--- config.mk ---
export PLATFORM = sky130hd
export DESIGN_NAME = sdram_arbiter
export DESIGN_NICKNAME = d
export VERILOG_FILES = /design/src/rtl/sdram_arbiter.sv
export SDC_FILE = /design/constraint.sdc
export NUM_CORES = 1
export LEC_CHECK = 0
export BUFFER_PORTS_ARGS = -buffer_cell sky130_fd_sc_hd__buf_4
export CORE_UTILIZATION = 23
export DETAILED_ROUTE_END_ITERATION = 10
export GPL_TIMING_DRIVEN = 0
export HOLD_SLACK_MARGIN = 0.02
export PLACE_DENSITY = 0.57
export SLEW_MARGIN = 30
export SYNTH_ARGS = -nofsm -noshare
export SYNTH_HDL_FRONTEND = slang
export SYNTH_SLANG_ARGS = --single-unit
--- constraint.sdc ---
create_clock -name iClock -period 3.45 [get_ports iClock]
set_input_delay 0.69 -clock iClock [delete_from_list [all_inputs] [get_ports iClock]]
set_output_delay 0.69 -clock iClock [all_outputs]
set_load 0.01 [all_outputs]
--- src/rtl/sdram_arbiter.sv ---
// Three-way Call/Done arbiter in front of sdram_basemod: page read has fixed priority, user write/read round-robin.
// Optional BUSY watchdog enabled by defining ARB_TIMEOUT_EN.
module sdram_arbiter #(
   parameter int ADDR_W      = 24,
   parameter int DATA_W      = 16,
   parameter int TIMEOUT_CYC = 1023
) (
   input  logic              iClock,
   input  logic              RESET,
   input  logic [2:0]        iCall,
   output logic [2:0]        oDone,
   input  logic [ADDR_W-1:0] iAddrPage,
   input  logic [ADDR_W-1:0] iAddr,
   input  logic [DATA_W-1:0] iData,
   output logic [DATA_W-1:0] oRdData,
   output logic [2:0]        oCall,
   input  logic [2:0]        iDone,
   output logic [ADDR_W-1:0] oAddr,
   output logic [ADDR_W-1:0] oAddrPage,
   output logic [DATA_W-1:0] oData,
   input  logic [DATA_W-1:0] iRdData,
   output logic              oBusy,
   output logic              oErr
);

   localparam logic [1:0] ST_IDLE    = 2'd0;
   localparam logic [1:0] ST_GRANT   = 2'd1;
   localparam logic [1:0] ST_RELEASE = 2'd2;

   logic [1:0]        state_reg;
   logic [2:0]        grant_reg;
   logic [2:0]        done_reg;
   logic              rr_reg;
   logic [ADDR_W-1:0] addr_reg;
   logic [ADDR_W-1:0] addr_page_reg;
   logic [DATA_W-1:0] data_reg;
   logic [DATA_W-1:0] rd_data_reg;
   logic [2:0]        win_next;
   logic              done_hit;

   // Page read beats everything; rr_reg only breaks a write/read tie (1 = write).
   always_comb begin
      win_next = 3'b000;
      if (iCall[2])
         win_next = 3'b100;
      else if (iCall[1] && iCall[0])
         win_next = rr_reg ? 3'b010 : 3'b001;
      else if (iCall[1])
         win_next = 3'b010;
      else if (iCall[0])
         win_next = 3'b001;
   end

   assign done_hit = |(iDone & grant_reg);

`ifdef ARB_TIMEOUT_EN
   localparam int CNT_W = $clog2(TIMEOUT_CYC + 1);
   localparam logic [CNT_W-1:0] TMO_LIMIT = CNT_W'(TIMEOUT_CYC);

   logic [CNT_W-1:0] cnt_reg;
   logic             err_reg;
   logic             tmo_hit;

   assign tmo_hit = (cnt_reg == TMO_LIMIT);

   always_ff @(posedge iClock or negedge RESET) begin
      if (!RESET) begin
         cnt_reg <= '0;
         err_reg <= 1'b0;
      end else begin
         err_reg <= 1'b0;
         if (state_reg == ST_IDLE)
            cnt_reg <= '0;
         else if (state_reg == ST_GRANT) begin
            // A real done in the limit cycle takes precedence over the watchdog.
            if (tmo_hit && !done_hit)
               err_reg <= 1'b1;
            cnt_reg <= cnt_reg + 1'b1;
         end
      end
   end

   assign oErr = err_reg;
`else
   logic tmo_hit;
   assign tmo_hit = 1'b0;
   assign oErr    = 1'b0;
`endif

   always_ff @(posedge iClock or negedge RESET) begin
      if (!RESET) begin
         state_reg     <= ST_IDLE;
         grant_reg     <= 3'b000;
         done_reg      <= 3'b000;
         rr_reg        <= 1'b1;
         addr_reg      <= '0;
         addr_page_reg <= '0;
         data_reg      <= '0;
         rd_data_reg   <= '0;
      end else begin
         done_reg <= 3'b000;
         case (state_reg)
            ST_IDLE: begin
               if (|win_next) begin
                  grant_reg     <= win_next;
                  addr_reg      <= iAddr;
                  addr_page_reg <= iAddrPage;
                  data_reg      <= iData;
                  state_reg     <= ST_GRANT;
               end
            end
            ST_GRANT: begin
               if (done_hit) begin
                  done_reg <= grant_reg;
                  if (grant_reg[0])
                     rd_data_reg <= iRdData;
                  if (grant_reg[1] || grant_reg[0])
                     rr_reg <= ~rr_reg;
                  state_reg <= ST_RELEASE;
               end else if (tmo_hit) begin
                  // Watchdog completion: release the requester but leave read data untouched.
                  done_reg <= grant_reg;
                  if (grant_reg[1] || grant_reg[0])
                     rr_reg <= ~rr_reg;
                  state_reg <= ST_RELEASE;
               end
            end
            ST_RELEASE: begin
               grant_reg <= 3'b000;
               state_reg <= ST_IDLE;
            end
            default: begin
               grant_reg <= 3'b000;
               state_reg <= ST_IDLE;
            end
         endcase
      end
   end

   assign oCall     = (state_reg == ST_GRANT) ? grant_reg : 3'b000;
   assign oDone     = done_reg;
   assign oBusy     = (state_reg != ST_IDLE);
   assign oAddr     = addr_reg;
   assign oAddrPage = addr_page_reg;
   assign oData     = data_reg;
   assign oRdData   = rd_data_reg;

endmodule

# Word-level counts from Yosys, hierarchy flattened
# Cells that the tools add are included.
dict set report totals {
  reg_bits 89
  latch_bits 0
  ram_bits 0
  mem_bits_ro 0
  input_bits 88
  output_inout_bits 88
  wordCells 38
  mem_count 0
}
dict set report op_classes {
  addsub 0
  multipliers 0
  n_div 0
  n_lt_le_gt_ge 0
  eq_ne 3
  shift 0
  muxes 13
  bitwise 3
  reduce_logical 11
}
# cell count
set op_table {}
lappend op_table {{$mux 3} 7}
lappend op_table {{$mux 2} 3}
lappend op_table {{$pmux 3 s2} 1}
lappend op_table {{$reduce_and 2->1} 3}
lappend op_table {{$reduce_and 3->1} 2}
lappend op_table {{$reduce_or 3->1} 2}
lappend op_table {{$ne 2x2->1 const B} 2}
lappend op_table {{$pmux 2 s2} 1}
lappend op_table {{$and 3x3->3} 1}
lappend op_table {{$eq 2x1->1 const B} 1}
lappend op_table {{$logic_not 2->1} 1}
lappend op_table {{$not 1->1} 2}
lappend op_table {{$reduce_bool 2->1} 1}
lappend op_table {{$logic_and 1x1->1} 1}
lappend op_table {{$logic_or 1x1->1} 1}
lappend op_table {{$mux 1} 1}

# Logic depth before layout (Yosys ltp)
dict set report logic_depth {
  depth_word 7
  depth_mapped 5
  depth_no_buf 3
}

# Least setup slack after synthesis
# OpenSTA, ideal clock, no wires.
dict set report synth_path {
  kind {input -> register}
  start {input iDone[0]}
  end {register rd_data_reg[10], in the netlist oRdData[10]}
  setup_time_ns 0.125
  arrival_time_ns 1.873
  t_required_ns 3.325
  path_slack_ns 1.452
  stages 4
  path_buffers 1
  cell_sequence {a222oi_1 -> nor3b_2 -> buf_6 -> mux2_4}
}
dict set report synth_between {
  elab_chain_len 3
}
# element line_no
set synth_rtl {}
lappend synth_rtl {{from (decl)} 17} ;# input logic [2:0] iDone,
lappend synth_rtl {{$and 3x3->3} 54} ;# assign done_hit = |(iDone & grant_reg);
lappend synth_rtl {{$reduce_or 3->1} 54}
lappend synth_rtl {{$reduce_and 3->1 (no source line)} -}
lappend synth_rtl {{to (signal assigned)} 116} ;# rd_data_reg <= iRdData;
lappend synth_rtl {{to (decl)} 37} ;# logic [DATA_W-1:0] rd_data_reg;
# No other way between the ends.
# A chain may end at the register's enable or synchronous reset.

# Worst setup path in the final report
dict set report layout_path {
  start {register state_reg[0]}
  end {register addr_page_reg[21], in the netlist oAddrPage[21]}
}
dict set report layout_between {
  elab_chain_len 2
}
# element line_no
set layout_rtl {}
lappend layout_rtl {{from (decl)} 30} ;# logic [1:0] state_reg;
lappend layout_rtl {{from (signal assigned)} 92} ;# state_reg <= ST_IDLE;
lappend layout_rtl {{from (signal assigned)} 109} ;# state_reg <= ST_GRANT;
lappend layout_rtl {{from (signal assigned)} 119} ;# state_reg <= ST_RELEASE;
lappend layout_rtl {{$logic_not 2->1} 102} ;# case (state_reg)
lappend layout_rtl {{$reduce_and 2->1 (no source line)} -}
lappend layout_rtl {{to (signal assigned)} 107} ;# addr_page_reg <= iAddrPage;
lappend layout_rtl {{to (decl)} 35} ;# logic [ADDR_W-1:0] addr_page_reg;
# No other way between the ends.

==> impl_metrics.ini <==
[yosys]
synth-edff-count = 0
synth-async-reset-ratio = 1.000
syn_avg_cell_area_um2 = 16.24
synthMostInstantiatedCell = dfrtp_1
synth_flop_cell = dfrtp_1
muxShareOfSynthArea = 0.2740
synth.distinct_cells = 25
synth_nets = 298
yosysSeqAreaShare = 0.6533
yosys.area.top_type = dfrtp_1
yosys-top-cells-area = dfrtp_1 (65%), mux2_2 (23%), mux2_4 (4.0%)
synth_warnings = 0
yosys.area_share.simple = 0.03191
ys_top_cells_by_count = dfrtp_1 (88), mux2_2 (71), mux2_4 (9)
synthXorXnorAreaFrac = 0.002568
syn_area_mm2 = 0.003411
syn_inst = 210
synth_top_area_share = 0.6456
synth_adder_area_share = 0
synth-compound-area-share = 0.01724
ys_ff_latch = 89
synth_top_family_by_area = multiplexers

[status]
status = finished clean

[floorplan]
initial_core_util = 0.2356
dieArea_mm2 = 0.01532
die-width_um = 123.8
row_count = 44
ioPinCount = 176
core_mm2 = 0.01448
die_y_um = 123.8

[place]
gp_congestion = 0.7911
place.port_buffers = 174
dp_hpwl_mm = 5.829
place_area_mm2 = 0.004951

[pwr]
leakage_uw = 0.002510
irDropWorstVdd_v = 0.0004035
p_per_area_mw_per_mm2 = 976.3

[routing]
wl_mm = 8.048
wl_met2_mm = 3.657
wl_met1_mm = 3.356
dr_wl_met3_um = 857
wl_per_cell_um = 13.80
drc_errors = 0
drt_iter0_drc = 75
vias_per_cell = 4.079
highest_layer = met4
dr.pass1.iters = 4
vias = 2378
final_antenna_net_count = 0

[clocking]
htreeDepth = 3
clockBufferDepth = 2
clk_pin_slew_ps = 60
cts_hold_buf = 0
clk_latency_ps = 340
cts_tree = built
clockRootBuffer = clkbuf_16
cts_buffers = 9
cts_resized = 0
post_cts_buffers = 0
cts.sinks = 89

[sta]
finalHoldViolations = 0
layout_worst_path_cycle_share = 0.6053
slew_violations = 0
fin_skew_ps = 4.557
finalSetupViolations = 0
tightest_slew_ps = 814.9
rsz0062_at_grt = no
slew_headroom = 0.4567
maxClockFrequency_ghz = 0.4789
setup_tns_ps = 0
period_needed_ps = 2088

[global_routing]
grt_pass1_vias = 2549
grt_pass1_wl_mm = 12.30
antenna_found_initial = 0
grtUsageTotal = 0.1083
overflow = 0
grt_max_degree = 90

[flow_run]
cap_violations = 0

[worst_setup_path]
end_kind = flop
startpoint_type = flop
crit_fanout = 10
worstSetupPathType = reg -> reg
worstPathRequired_ps = 3670
arrival_ps = 2310

[min_path]
hp-class = in -> async

[finish]
final_nets = 483
final_area_mm2 = 0.005263
area_growth_pct = 54.29
drive_above_1_share = 0.7043
n_antenna_cell = 0
[report_power, final]
| group | internal, uW | total [uW] | switching [uW] |
|---|---|---|---|
| Sequential | 1580 | 1870 | 294 |
| Combinational | 1350 | 2230 | 888 |
| Clock | 649 | 1030 | 383 |
| Total | 3570 | 5140 | 1570 |
[layer usage]
| metal | track usage | up-vias |
|---|---|---|
| met5 | 0 | - |
| met4 | 0.05271 | 0 |
| met3 | 0.05220 | 14 |
| met2 | 0.1663 | 112 |
| met1 | 0.1259 | 1152 |
| li1 | - | 1100 |
[logic make-up after synthesis]
family / count (synthesis)
XOR/XNOR: 1
buffers and inverters: 10
other: 1
multiplexers: 80
AND/OR/NAND/NOR: 20
flip-flops: 89
AO/OA/AOI/OAI: 9
[layout make-up]
class / count / area [um2]
repair buffers: 174 / 1310
plain buffers: 9 / 63.81
clock buffers: 12 / 246.5
flip-flops and latches: 89 / 2228
clock inverters: 3 / 65.06
multi-input cells: 111 / 1115
inverters: 1 / 3.754
well taps: 184 / 230.2
fillers: 1434 / 9216
[worst max-delay path, cell delays in order, from the launching register on]
cell     delay, ps
dfrtp_1        430
or2_2          330
nor2_1         190
buf_2          300
buf_2          340
mux2_2         370
[stage by stage]
stage,power [uW],setup slack (ps),util,hold slack (ps),cells
3_3_place_gp,4113,1072,0.3417,491.0,568
3_5_place_dp,4164,1052,0.3419,497.8,568
2_1_floorplan,3043,1452,-,394.4,210
6_report,5138,1362,0.3635,398.3,583
5_1_grt,5507,1202,0.3635,483.8,583
4_1_cts,5236,1293,0.3635,448.6,583
[worst paths after layout]
path                         startpoint       endpoint  slack, ps  cells past startpoint
setup / recovery           state_reg[0]  oAddrPage[21]       1360                      5
hold / removal                    RESET      oAddr[19]        400                      1
setup reg to reg           state_reg[0]  oAddrPage[21]       1360                      5
hold reg to reg                oAddr[5]       oAddr[5]        510                      1
max in group asynchronous         RESET  oAddrPage[10]       2460                      1
min in group iClock            oAddr[5]       oAddr[5]        510                      1
[placed cells by master, fill, tap and decap left out, drive strengths merged]
| cell | Yosys | routed |
|---|---|---|
| a211oi | 1 | 1 |
| a21o | 2 | 2 |
| a21oi | 3 | 3 |
| a222oi | 1 | 1 |
| and2 | 5 | 5 |
| buf | 9 | 183 |
| bufinv | 0 | 2 |
| clkbuf | 0 | 12 |
| clkinv | 0 | 1 |
| conb | 1 | 1 |
| dfrtp | 88 | 88 |
| dfstp | 1 | 1 |
| inv | 1 | 1 |
| mux2 | 80 | 80 |
| nand2 | 1 | 1 |
| nand2b | 2 | 2 |
| nand3 | 1 | 1 |
| nor2 | 7 | 7 |
| nor3 | 2 | 2 |
| nor3b | 1 | 1 |
| o21ai | 2 | 2 |
| or2 | 1 | 1 |
| xor2 | 1 | 1 |
Power figures use the tool's default switching activity.
